===== src/rtl/cpu_clk_pkg.sv =====
// Shared types and default sizing for the CPU phase generator.
package cpu_clk_pkg;

    // Sequencer states: idle, free-running, or executing one stepped cycle
    typedef enum logic [1:0] {
        HALT = 2'd0,
        RUN  = 2'd1,
        STEP = 2'd2
    } state_t;

    localparam int DEF_NUM_PHASES = 4;
    localparam int DEF_DIV_W      = 8;
    localparam int DEF_CNT_W      = 32;

endpackage


===== src/rtl/clk_prescaler.sv =====
// Prescaler: counts 0..div and flags the terminal count with a registered tick.
// The tick is computed from the counter's next value, so during any clk it is
// high exactly when cnt equals the divide value that is in force for that clk.
module clk_prescaler #(
    parameter int DIV_W = 8
) (
    input  logic             clk,
    input  logic             rst,
    input  logic             clr,
    input  logic             en,
    input  logic [DIV_W-1:0] div,
    output logic             tick,
    output logic [DIV_W-1:0] cnt
);

    logic [DIV_W-1:0] cnt_next;

    // Next count: clear, wrap after the terminal count, or advance
    always_comb begin
        cnt_next = cnt;
        if (clr) begin
            cnt_next = '0;
        end else if (en) begin
            cnt_next = tick ? '0 : cnt + DIV_W'(1);
        end
    end

    // Counter and registered terminal-count flag
    always_ff @(posedge clk or negedge rst) begin
        if (!rst) begin
            cnt  <= '0;
            tick <= 1'b0;
        end else begin
            cnt  <= cnt_next;
            tick <= (cnt_next == div);
        end
    end

endmodule


===== src/rtl/cpu_phase_gen.sv =====
// CPU phase generator: derives NUM_PHASES one-hot phase strobes per CPU cycle
// from a single clock, with run/halt, single-step handshake and cycle counter.
// Internal state leads the registered outputs by exactly one clk.
module cpu_phase_gen
    import cpu_clk_pkg::*;
#(
    parameter int NUM_PHASES = DEF_NUM_PHASES,
    parameter int DIV_W      = DEF_DIV_W,
    parameter int CNT_W      = DEF_CNT_W
) (
    input  logic                  clk,
    input  logic                  rst,
    input  logic                  run,
    input  logic                  step_req,
    output logic                  step_ack,
    input  logic [DIV_W-1:0]      div_in,
    output logic [NUM_PHASES-1:0] phase_stb,
    output logic [NUM_PHASES-1:0] phase_lvl,
    output logic                  cycle_end,
    output logic                  running,
    output logic [CNT_W-1:0]      cycle_cnt
);

    localparam int PH_W = (NUM_PHASES > 1) ? $clog2(NUM_PHASES) : 1;
    localparam logic [PH_W-1:0] LAST_PHASE = PH_W'(NUM_PHASES - 1);

    state_t                  state;
    state_t                  next_state;
    logic [PH_W-1:0]         phase_cnt;
    logic [DIV_W-1:0]        div_q;
    logic [DIV_W-1:0]        div_d;
    logic [DIV_W-1:0]        pre_cnt;
    logic                    pre_tick;
    logic                    step_armed;
    logic                    last_clk;
    logic                    cycle_start;
    logic                    active;
    logic [NUM_PHASES-1:0]   phase_onehot;
    logic [NUM_PHASES-1:0]   stb_d;
    logic [NUM_PHASES-1:0]   lvl_d;
    logic                    cycle_end_d;
    logic                    step_ack_d;
    logic                    running_d;

    assign active       = (state != HALT);
    assign last_clk     = active && pre_tick && (phase_cnt == LAST_PHASE);
    assign cycle_start  = ((state == HALT) && (next_state != HALT)) ||
                          ((state == RUN) && last_clk && run);
    assign div_d        = cycle_start ? div_in : div_q;
    assign phase_onehot = NUM_PHASES'(1) << phase_cnt;

    clk_prescaler #(
        .DIV_W (DIV_W)
    ) u_prescaler (
        .clk  (clk),
        .rst  (rst),
        .clr  (state == HALT),
        .en   (active),
        .div  (div_d),
        .tick (pre_tick),
        .cnt  (pre_cnt)
    );

    // State register
    always_ff @(posedge clk or negedge rst) begin
        if (!rst) begin
            state <= HALT;
        end else begin
            state <= next_state;
        end
    end

    // Next state: run beats step, cycles only ever end on their last clk
    always_comb begin
        next_state = state;
        case (state)
            HALT: begin
                if (run) begin
                    next_state = RUN;
                end else if (step_req && step_armed) begin
                    next_state = STEP;
                end
            end
            RUN: begin
                if (last_clk && !run) begin
                    next_state = HALT;
                end
            end
            STEP: begin
                if (last_clk) begin
                    next_state = HALT;
                end
            end
            default: next_state = HALT;
        endcase
    end

    // Output decode of the internal state, registered one clk later below
    always_comb begin
        stb_d       = '0;
        lvl_d       = '0;
        cycle_end_d = 1'b0;
        step_ack_d  = 1'b0;
        running_d   = 1'b0;
        if (active) begin
            lvl_d       = phase_onehot;
            running_d   = 1'b1;
            cycle_end_d = last_clk;
            step_ack_d  = last_clk && (state == STEP);
            if (pre_cnt == '0) begin
                stb_d = phase_onehot;
            end
        end
    end

    // Phase counter, divide latch and step handshake arming
    always_ff @(posedge clk or negedge rst) begin
        if (!rst) begin
            phase_cnt  <= '0;
            div_q      <= '0;
            step_armed <= 1'b1;
        end else begin
            div_q <= div_d;
            if (!active) begin
                phase_cnt <= '0;
            end else if (pre_tick) begin
                phase_cnt <= (phase_cnt == LAST_PHASE) ? '0 : phase_cnt + PH_W'(1);
            end
            if (state == HALT) begin
                if (!step_req) begin
                    step_armed <= 1'b1;
                end else if (next_state == STEP) begin
                    step_armed <= 1'b0;
                end
            end
        end
    end

    // Registered outputs and completed-cycle counter
    always_ff @(posedge clk or negedge rst) begin
        if (!rst) begin
            phase_stb <= '0;
            phase_lvl <= '0;
            cycle_end <= 1'b0;
            step_ack  <= 1'b0;
            running   <= 1'b0;
            cycle_cnt <= '0;
        end else begin
            phase_stb <= stb_d;
            phase_lvl <= lvl_d;
            cycle_end <= cycle_end_d;
            step_ack  <= step_ack_d;
            running   <= running_d;
            if (cycle_end) begin
                cycle_cnt <= cycle_cnt + CNT_W'(1);
            end
        end
    end

endmodule


===== config.mk =====
export PLATFORM = sky130hd
export DESIGN_NAME = cpu_phase_gen
export DESIGN_NICKNAME = d
export VERILOG_FILES = /design/src/rtl/cpu_clk_pkg.sv /design/src/rtl/clk_prescaler.sv /design/src/rtl/cpu_phase_gen.sv
export SDC_FILE = /design/constraint.sdc
export NUM_CORES = 1
export LEC_CHECK = 0
export ABC_AREA = 1
export CAP_MARGIN = 20
export CORE_ASPECT_RATIO = 2
export CORE_MARGIN = 10
export CORE_UTILIZATION = 25
export DETAILED_ROUTE_END_ITERATION = 6
export GPL_ROUTABILITY_DRIVEN = 0
export PLACE_DENSITY = 0.56
export SYNTH_ARGS = -nofsm -noshare
export SYNTH_HDL_FRONTEND = slang
export SYNTH_SLANG_ARGS = --single-unit

===== constraint.sdc =====
create_clock -name clk -period 1.9 [get_ports clk]
set_input_delay 0.38 -clock clk [delete_from_list [all_inputs] [get_ports clk]]
set_output_delay 0.38 -clock clk [all_outputs]
set_load 0.02 [all_outputs]

==> results of run 1 <==
## sequential cells by signal, indices dropped and copies added, names as in the netlist
| signal | flops |
|---|---|
| cycle_cnt | 32 |
| running | 1 |
| state | 2 |
| phase_cnt | 2 |
| step_armed | 1 |
| u_prescaler.cnt | 8 |
| phase_stb | 4 |
| u_prescaler.tick | 1 |
| div_q | 8 |
| cycle_end | 1 |
| step_ack | 1 |
| phase_lvl | 4 |
## per-layer routing
layer / global-route usage, % / up-vias / share of wire (%)
li1: - / 1318 / -
met1: 8.75 / 1245 / 36
met2: 17.6 / 37 / 58
met3: 2.73 / 7 / 4.6
met4: 4.15 / 0 / 1.5
met5: 0 / - / 0
## how the worst max path moves through the flow
stage,start,slack (ns),depth (start not counted),endpoint
CTS,phase_cnt[0],0.001,13,u_prescaler.tick
floorplan,cycle_cnt[0],0.03,8,cycle_cnt[26]
global placement,run,-0.19,15,u_prescaler.tick
detailed placement,run,-0.25,15,u_prescaler.tick
global route,state[0],-0.06,13,u_prescaler.tick
finish,cycle_cnt[7],0.09,1,cycle_cnt[7]
## kinds of logic (layout without fill, tap and decap cells)
group                      after synthesis  count (layout)  share of synthesized area [%]
xor gates and xnor gates                33              33                           9.04
AOI/OAI and AO/OA                        9               9                           1.57
buffers and inverters                   55             148                           7.36
and+or+nand+nor                        189             189                           28.3
DFF                                     65              65                           50.9
adders and majority gates                7               7                           2.74
## report_power, final
| group | internal, mW | switching, mW |
|---|---|---|
| Sequential | 1.60 | 0.133 |
| Clock | 1.07 | 0.569 |
| Combinational | 0.625 | 0.882 |
## Yosys cell counts, types with 3 or more instances
| master | instances | area, um^2 |
|---|---|---|
| ha_1 | 7 | 87.6 |
| nand3_1 | 36 | 180 |
| xnor2_1 | 14 | 123 |
| nand2_1 | 78 | 293 |
| nand3_2 | 6 | 60.1 |
| nand4_1 | 7 | 43.8 |
| dfrtp_1 | 64 | 1600 |
| xor2_1 | 19 | 166 |
| inv_1 | 49 | 184 |
| a21oi_1 | 3 | 15.0 |
| nor2_1 | 32 | 120 |
| nand2_2 | 3 | 18.8 |
| nor3_1 | 15 | 75.1 |
| o21ai_0 | 4 | 20.0 |
## per-stage QoR
stage          hold slack, ns  setup WS (ns)  instance area (um^2)  TNS (ns)
3_3_place_gp            0.423         -0.193                  4050    -0.202
6_report               0.0517         0.0925                  4450         0
4_1_cts                0.0777        0.00108                  4340         0
3_5_place_dp            0.426         -0.249                  4050    -0.365
5_1_grt                0.0842        -0.0603                  4450   -0.0937
2_1_floorplan          0.0844         0.0327                  3200         0
## area by class of cell
cell class              instances  area, um^2  share of cell area [%]
multi-input cells             238        1390                    31.1
flip-flops and latches         65        1630                    36.6
repair buffers                 82         761                    17.1
well taps                     150         188                    4.21
clock inverters                 3        40.0                   0.899
clock buffers                  12         256                    5.76
inverters                      51         191                    4.30
## worst reg2reg max path, delay by kind of cell (launching register included)
family	cells	cell delay [ns]
buf+inv	1	0.16
fa+ha+maj	1	0.18
simple gates	9	0.78
compound gates	1	0.15
flops	1	0.41
## repair_timing
item | CTS | global route
hold buffers | 0 | 0
pin swaps | 0 | 2
setup endpoints to repair | 2 | 8
setup buffers | 0 | 7
resized for setup | 2 | 13
==> impl_metrics.ini, run 1 <==
[clock_tree]
h-tree-depth = 3
clkSinkCount = 65
numCtsBuffers = 9
clk_latency_ns = 0.32
clkTransAtPathRegs_ns = 0.05
clockBufferDepth = 2
cts_tree = done
cts-root-buf = clkbuf_16

[timing]
fin_skew_ns = 0.00853
setup_viol = 0
max_slew_margin_pct = 75.0
slew_viol_final = 0
rsz0062_at_grt = yes
finalCriticalPeriod_ns = 1.81
worst_pin_slew_ns = 0.375
min_period_over_period_pct = 95.1
hold_viol = 0
fmax_ghz = 0.553

[grt]
grt_first_pass_wirelength_mm = 13.5
grt_pass1_vias = 2770
antenna_found_initial = 0
grt_overflow = 0
track_usage_pct = 9.34
grt_max_degree = 66

[routing]
dr.pass1.iters = 4
wire_per_inst_um = 13.5
vias = 2607
ant_nets = 0
drt-vias-per-instance = 4.34
routed_wl_mm = 8.14
drt_iter0_drc = 112
drc = 0

[critical_path]
crit_buf_inv = 1
crit_chain = clkdlybuf4s50_1
slowest_delay_ns = 0.65
crit_fanout = 5
reg2reg_depth = 12
slowest_stage = clkdlybuf4s50_1
cp-end-kind = output port
cp.arrival_ns = 1.43
crit_family = buffers and inverters
worstSetupPathType = register to output port
r2r-start = phase_cnt[0]
cp.required_ns = 1.52
rrSetupSlack_ns = 0.12
start_kind = register
rr_endpoint = u_prescaler.tick

[floorplanning]
core_area_mm2 = 0.0126
initial_utilization_pct = 25.5
pin_count = 55
die_h_um = 180
row_count = 58
die_x_um = 99.9
dieArea_mm2 = 0.0180

[cells_and_area]
drive_above_1_share_pct = 16.2
syn2layout_area_growth_pct = 39.4
finalNetCount = 466
layout_commonest_cell = nand2_1
final_cell_mix = 78 x nand2_1, 62 x dfrtp_1, 52 x clkdlybuf4s50_1
antenna_cells = 0
fill_cells = 1266
postLayoutCoreUtil_pct = 35.5
post_layout_nonfiller_instances = 601

[synthesis]
synth_cells = 358
synth_edf_count = 0
synthFlopType = dfrtp_1
ys_ff_latch = 65
synth-async-reset-ratio_pct = 100
seq_area_frac_synth_pct = 50.9
synth_cell_types = 31
yosys_warnings = 0
synth_nets = 377
synth_area_mm2 = 0.00320
syn_avg_cell_area_um2 = 8.93

[hold_path]
hold_path_class = input pin to async pin

[power]
power_mw = 4.89
cellPowerDensity_mw_per_mm2 = 1100
vdd_ir_drop_max_mv = 0.632
leakage_nw = 2.12

[outcome]
status = finished clean

[run]
drv_cap = 0

[placed_design]
dpl.cell_count = 579
dp.final_hpwl_mm = 6.26
port_buffers = 54
(Power assumes the default switching activity.)
==> run 2: changes to the inputs <==
--- a/config.mk
+++ b/config.mk
@@ -13,6 +13,7 @@
 export DETAILED_ROUTE_END_ITERATION = 6
 export GPL_ROUTABILITY_DRIVEN = 0
 export PLACE_DENSITY = 0.56
+export SETUP_SLACK_MARGIN = 0.4
 export SYNTH_ARGS = -nofsm -noshare
 export SYNTH_HDL_FRONTEND = slang
 export SYNTH_SLANG_ARGS = --single-unit
==> impl_metrics.ini, run 2 (synthesized netlist as in run 1, its figures left out) <==
[outcome]
status = finished clean

[floorplanning]
row_count = 58
dieArea_mm2 = 0.0180
die_h_um = 180
die_x_um = 99.9
core_area_mm2 = 0.0126
pin_count = 55
initial_utilization_pct = 25.5

[critical_path]
crit_buf_inv = 1
worstSetupPathType = register to register
crit_family = simple AND/OR/NAND/NOR gates
start_kind = register
slowest_stage = dfrtp_2
crit_fanout = 3
cp.arrival_ns = 1.98
cp.required_ns = 2.12
cp_common_cell = nand4_1
crit_chain = ha_4, nand4_1, nor2_2, nand3_2, nor2_4, nand4_1, buf_4, xnor2_2
cp-end-kind = register
slowest_delay_ns = 0.40

[clock_tree]
h-tree-depth = 3
clk_latency_ns = 0.33
cts_tree = done
clkTransAtPathRegs_ns = 0.06
cts-root-buf = clkbuf_16
numCtsBuffers = 9
clkSinkCount = 65
clockBufferDepth = 2

[power]
cellPowerDensity_mw_per_mm2 = 1100
power_mw = 5.71
vdd_ir_drop_max_mv = 0.519
leakage_nw = 2.63

[routing]
vias = 2823
drt-vias-per-instance = 4.45
drt_iter0_drc = 100
ant_nets = 0
routed_wl_mm = 9.14
wire_per_inst_um = 14.4
drc = 0
dr.pass1.iters = 6

[placed_design]
dp.final_hpwl_mm = 6.14
pre_cts_ws_ns = -0.230
port_buffers = 54

[cells_and_area]
layout_commonest_cell = nand2_1
top_register = cycle_cnt
antenna_cells = 0
multi_input_area_mm2 = 0.00179
seq_area_mm2 = 0.00164
final_cell_mix = 63 x nand2_1, 54 x dfrtp_1, 45 x inv_1
finalNetCount = 499
reg_top3 = cycle_cnt x32, div_q x8, u_prescaler.cnt x8
drive_above_1_share_pct = 39.2
largest_reg_flops = 32
fill_cells = 1205
syn2layout_area_growth_pct = 62.2

[timing]
finalCriticalPeriod_ns = 1.76
setup_slack_ns = 0.139
worst_pin_slew_ns = 0.446
min_period_over_period_pct = 92.7
hold_viol = 0
holdWs_ns = 0.0521
max_slew_margin_pct = 70.2
fin_skew_ns = 0.00624
fmax_ghz = 0.568
rsz0062_at_grt = yes
setup_viol = 0
slew_viol_final = 0

[grt]
grt_pass1_vias = 2925
antenna_found_initial = 0
grt_overflow = 0
grt_first_pass_wirelength_mm = 14.4
track_usage_pct = 9.95
grt_max_degree = 66

[run]
drv_cap = 0

[hold_path]
hold_path_class = input pin to async pin
-- run 2: changes by cell type in the layout (fill, tap and decap cells not counted), moves of 8 or more --
cell	delta
buf_6	+19
dlygate4sd2_1	+16
dfrtp_1	-8
clkdlybuf4s50_1	-43
nand2_2	+11
nor2_1	-8
nand2_1	-15
buf_4	+10
dfrtp_2	+8
clkbuf_2	+15
nand3_4	+9
nand3_1	-12
-- run 2: timing repair --
| action | CTS | global route |
|---|---|---|
| endpoints found under the setup margin | 65 | 45 |
| setup buffers | 23 | 20 |
| pin swaps | 26 | 22 |
| hold buffers | 0 | 0 |
| cloned | 1 | 1 |
| gates resized for setup | 106 | 97 |
-- run 2: report_power, final --
part           internal, mW  switching, mW  leakage, nW
combinational         0.905           1.16         1.61
clock                  1.28          0.626        0.162
sequential             1.60          0.142        0.859
total                  3.78           1.93         2.63
-- run 2: layer usage --
metal | share of wire (%) | GRT usage [%] | up-vias
met1 | 35 | 10.0 | 1375
met4 | 2.9 | 4.50 | 0
li1 | - | - | 1379
met3 | 4.0 | 2.76 | 15
met2 | 58 | 18.1 | 54
met5 | 0 | 0 | -
-- run 2: final timing paths --
check	startpoint	end	slack (ns)	cells after the start
setup / recovery	cycle_cnt[1]	cycle_cnt[22]	0.14	8
hold / removal	rst	cycle_cnt[10]	0.05	2
setup reg to reg	cycle_cnt[1]	cycle_cnt[22]	0.14	8
hold reg to reg	cycle_cnt[31]	cycle_cnt[31]	0.47	1
max in group asynchronous	rst	step_armed	1.50	2
min in group clk	cycle_cnt[31]	cycle_cnt[31]	0.47	1
-- run 2: through the flow --
stage / utilization, % / area, um^2 / TNS [ns] / cells
final: 41.3 / 5180 / 0 / 635
after detailed placement: 32.5 / 4080 / -0.230 / 574
after global routing: 41.3 / 5180 / -0.00469 / 635
after floorplan: - / 3260 / 0 / 358
after global placement: 32.5 / 4080 / -0.172 / 574
after CTS: 37.8 / 4740 / 0 / 614
-- run 2: layout make-up --
cell class | count | share of cell area (%)
inverter | 51 | 3.69
tap | 150 | 3.62
multi-input combinational | 239 | 34.5
clock inverter | 7 | 2.29
timing repair buffer | 114 | 19.8
clock buffer | 9 | 4.35
sequential | 65 | 31.7
==> run 3: changes to the inputs <==
--- a/config.mk
+++ b/config.mk
@@ -8,7 +8,6 @@
 export ABC_AREA = 1
 export CAP_MARGIN = 20
 export CORE_ASPECT_RATIO = 2
-export CORE_MARGIN = 10
 export CORE_UTILIZATION = 25
 export DETAILED_ROUTE_END_ITERATION = 6
 export GPL_ROUTABILITY_DRIVEN = 0
==> impl_metrics.ini, run 3 (synthesized netlist as in run 1, its figures left out) <==
[outcome]
status = finished clean

[critical_path]
slowest_delay_ns = 0.40
crit_chain = ha_4, nand3_4, a21oi_2, nand2_1, nand2_4, clkbuf_16, nand3_4, nand3_1, nand2_1, nor2_1, nand2_1, nor2_1
crit_buf_inv = 1
cp.arrival_ns = 2.05
start_kind = register
crit_fanout = 6
cp.required_ns = 2.16
cp-end-kind = register
slowest_stage = dfrtp_1
cp_common_cell = nand2_1
crit_family = simple AND/OR/NAND/NOR gates
worstSetupPathType = register to register

[placed_design]
pre_cts_ws_ns = -0.131
dp.final_hpwl_mm = 5.60
dpl.cell_count = 572
port_buffers = 54
place_area_mm2 = 0.00406

[timing]
tns_ns = 0
setup_slack_ns = 0.115
setup_viol = 0
hold_viol = 0
slew_viol_final = 0
rsz0062_at_grt = yes
min_period_over_period_pct = 93.9
worst_pin_slew_ns = 0.448
finalCriticalPeriod_ns = 1.78
fmax_ghz = 0.560
max_slew_margin_pct = 69.9
holdWs_ns = 0.0392
fin_skew_ns = 0.00756

[grt]
track_usage_pct = 13.0
grt_overflow = 0
grt_first_pass_wirelength_mm = 12.9
grt_max_degree = 66
antenna_found_initial = 0
grt_pass1_vias = 2797

[power]
leakage_nw = 2.55
cellPowerDensity_mw_per_mm2 = 1010
vdd_ir_drop_max_mv = 0.481

[clock_tree]
clkSinkCount = 65
cts_tree = done
cts_hold_buf = 0
clockBufferDepth = 2
cts-root-buf = clkbuf_16
h-tree-depth = 3
clk_latency_ns = 0.33
numCtsBuffers = 9
clkTransAtPathRegs_ns = 0.05

[floorplanning]
row_count = 58
initial_utilization_pct = 25.6
die_x_um = 81.9
dieArea_mm2 = 0.0133
pin_count = 55
die_h_um = 162
core_area_mm2 = 0.0125

[routing]
vias = 2771
wire_per_inst_um = 13.1
drc = 0
drt_iter0_drc = 83
routed_wl_mm = 8.19
drt-vias-per-instance = 4.42
ant_nets = 0
dr.pass1.iters = 4

[cells_and_area]
post_layout_nonfiller_instances = 627
syn2layout_area_growth_pct = 55.1
largest_reg_flops = 32
finalNetCount = 491
antenna_cells = 0
drive_above_1_share_pct = 34.2
final_cell_mix = 63 x nand2_1, 54 x dfrtp_1, 46 x inv_1
reg_top3 = cycle_cnt x32, div_q x8, u_prescaler.cnt x8
top_register = cycle_cnt
finalInstanceArea_mm2 = 0.00495
layout_commonest_cell = nand2_1

[hold_path]
hold_path_class = input pin to async pin

[run]
drv_cap = 0
[run 3: cell types whose count changed in the layout (fill, tap and decap cells not counted), sizes merged]
| cell | previous run | this run |
|---|---|---|
| buf | 63 | 54 |
| bufinv | 3 | 1 |
| clkbuf | 24 | 27 |
| clkdlybuf4s15 | 10 | 13 |
| clkdlybuf4s50 | 9 | 10 |
| clkinvlp | 2 | 0 |
| dlygate4sd2 | 17 | 16 |
| nand2 | 84 | 83 |
[run 3: final cells by class]
cell class	count	area, um^2
clock buffer	13	250
clock inverter	3	40.0
fill	1270	7530
inverter	51	194
multi-input combinational	238	1690
sequential	65	1640
tap	150	188
timing repair buffer	107	957
[run 3: per-layer routing]
metal / part of all wire, % / vias to the layer above / track usage (%)
li1: - / 1355 / -
met1: 36 / 1360 / 13.4
met2: 58 / 46 / 23.0
met3: 3.8 / 10 / 3.76
met4: 2.1 / 0 / 6.14
met5: 0 / - / 0
[run 3: stage by stage]
stage | util [%] | power, mW
floorplan | - | 2.75
global placement | 32.5 | 3.11
detailed placement | 32.5 | 3.16
CTS | 37.2 | 4.87
global route | 39.7 | 5.35
finish | 39.7 | 5.02
[run 3: timing repair]
item,4_1_cts,5_1_grt
setup endpoints to repair,66,53
cloned,0,1
gates resized for setup,91,80
buffers inserted,26,12
pin swaps,17,20
[run 3: path summary, 6_finish.rpt]
path | start | endpoint | slack [ns] | cells after the start
max in group asynchronous | rst | step_armed | 1.51 | 2
worst min register to register | cycle_cnt[31] | cycle_cnt[31] | 0.46 | 1
worst max-delay path | phase_cnt[0] | u_prescaler.tick | 0.12 | 12
worst max register to register | phase_cnt[0] | u_prescaler.tick | 0.12 | 12
worst min-delay path | rst | cycle_cnt[10] | 0.04 | 2
min in group clk | cycle_cnt[31] | cycle_cnt[31] | 0.46 | 1
[run 3: report_power, final]
| part | total (mW) | internal (mW) | switching (mW) |
|---|---|---|---|
| logic | 1.66 | 0.709 | 0.952 |
| registers | 1.74 | 1.60 | 0.134 |
| clock network | 1.63 | 1.05 | 0.580 |
| total | 5.02 | 3.36 | 1.67 |
[run 3: worst reg2reg max path, stage by stage (launching register included)]
cell       delay, ns
dfrtp_1         0.40
ha_4            0.17
nand3_4         0.09
a21oi_2         0.17
nand2_1         0.10
nand2_4         0.16
clkbuf_16       0.18
nand3_4         0.06
nand3_1         0.09
nand2_1         0.05
nor2_1          0.09
nand2_1         0.06
nor2_1          0.09
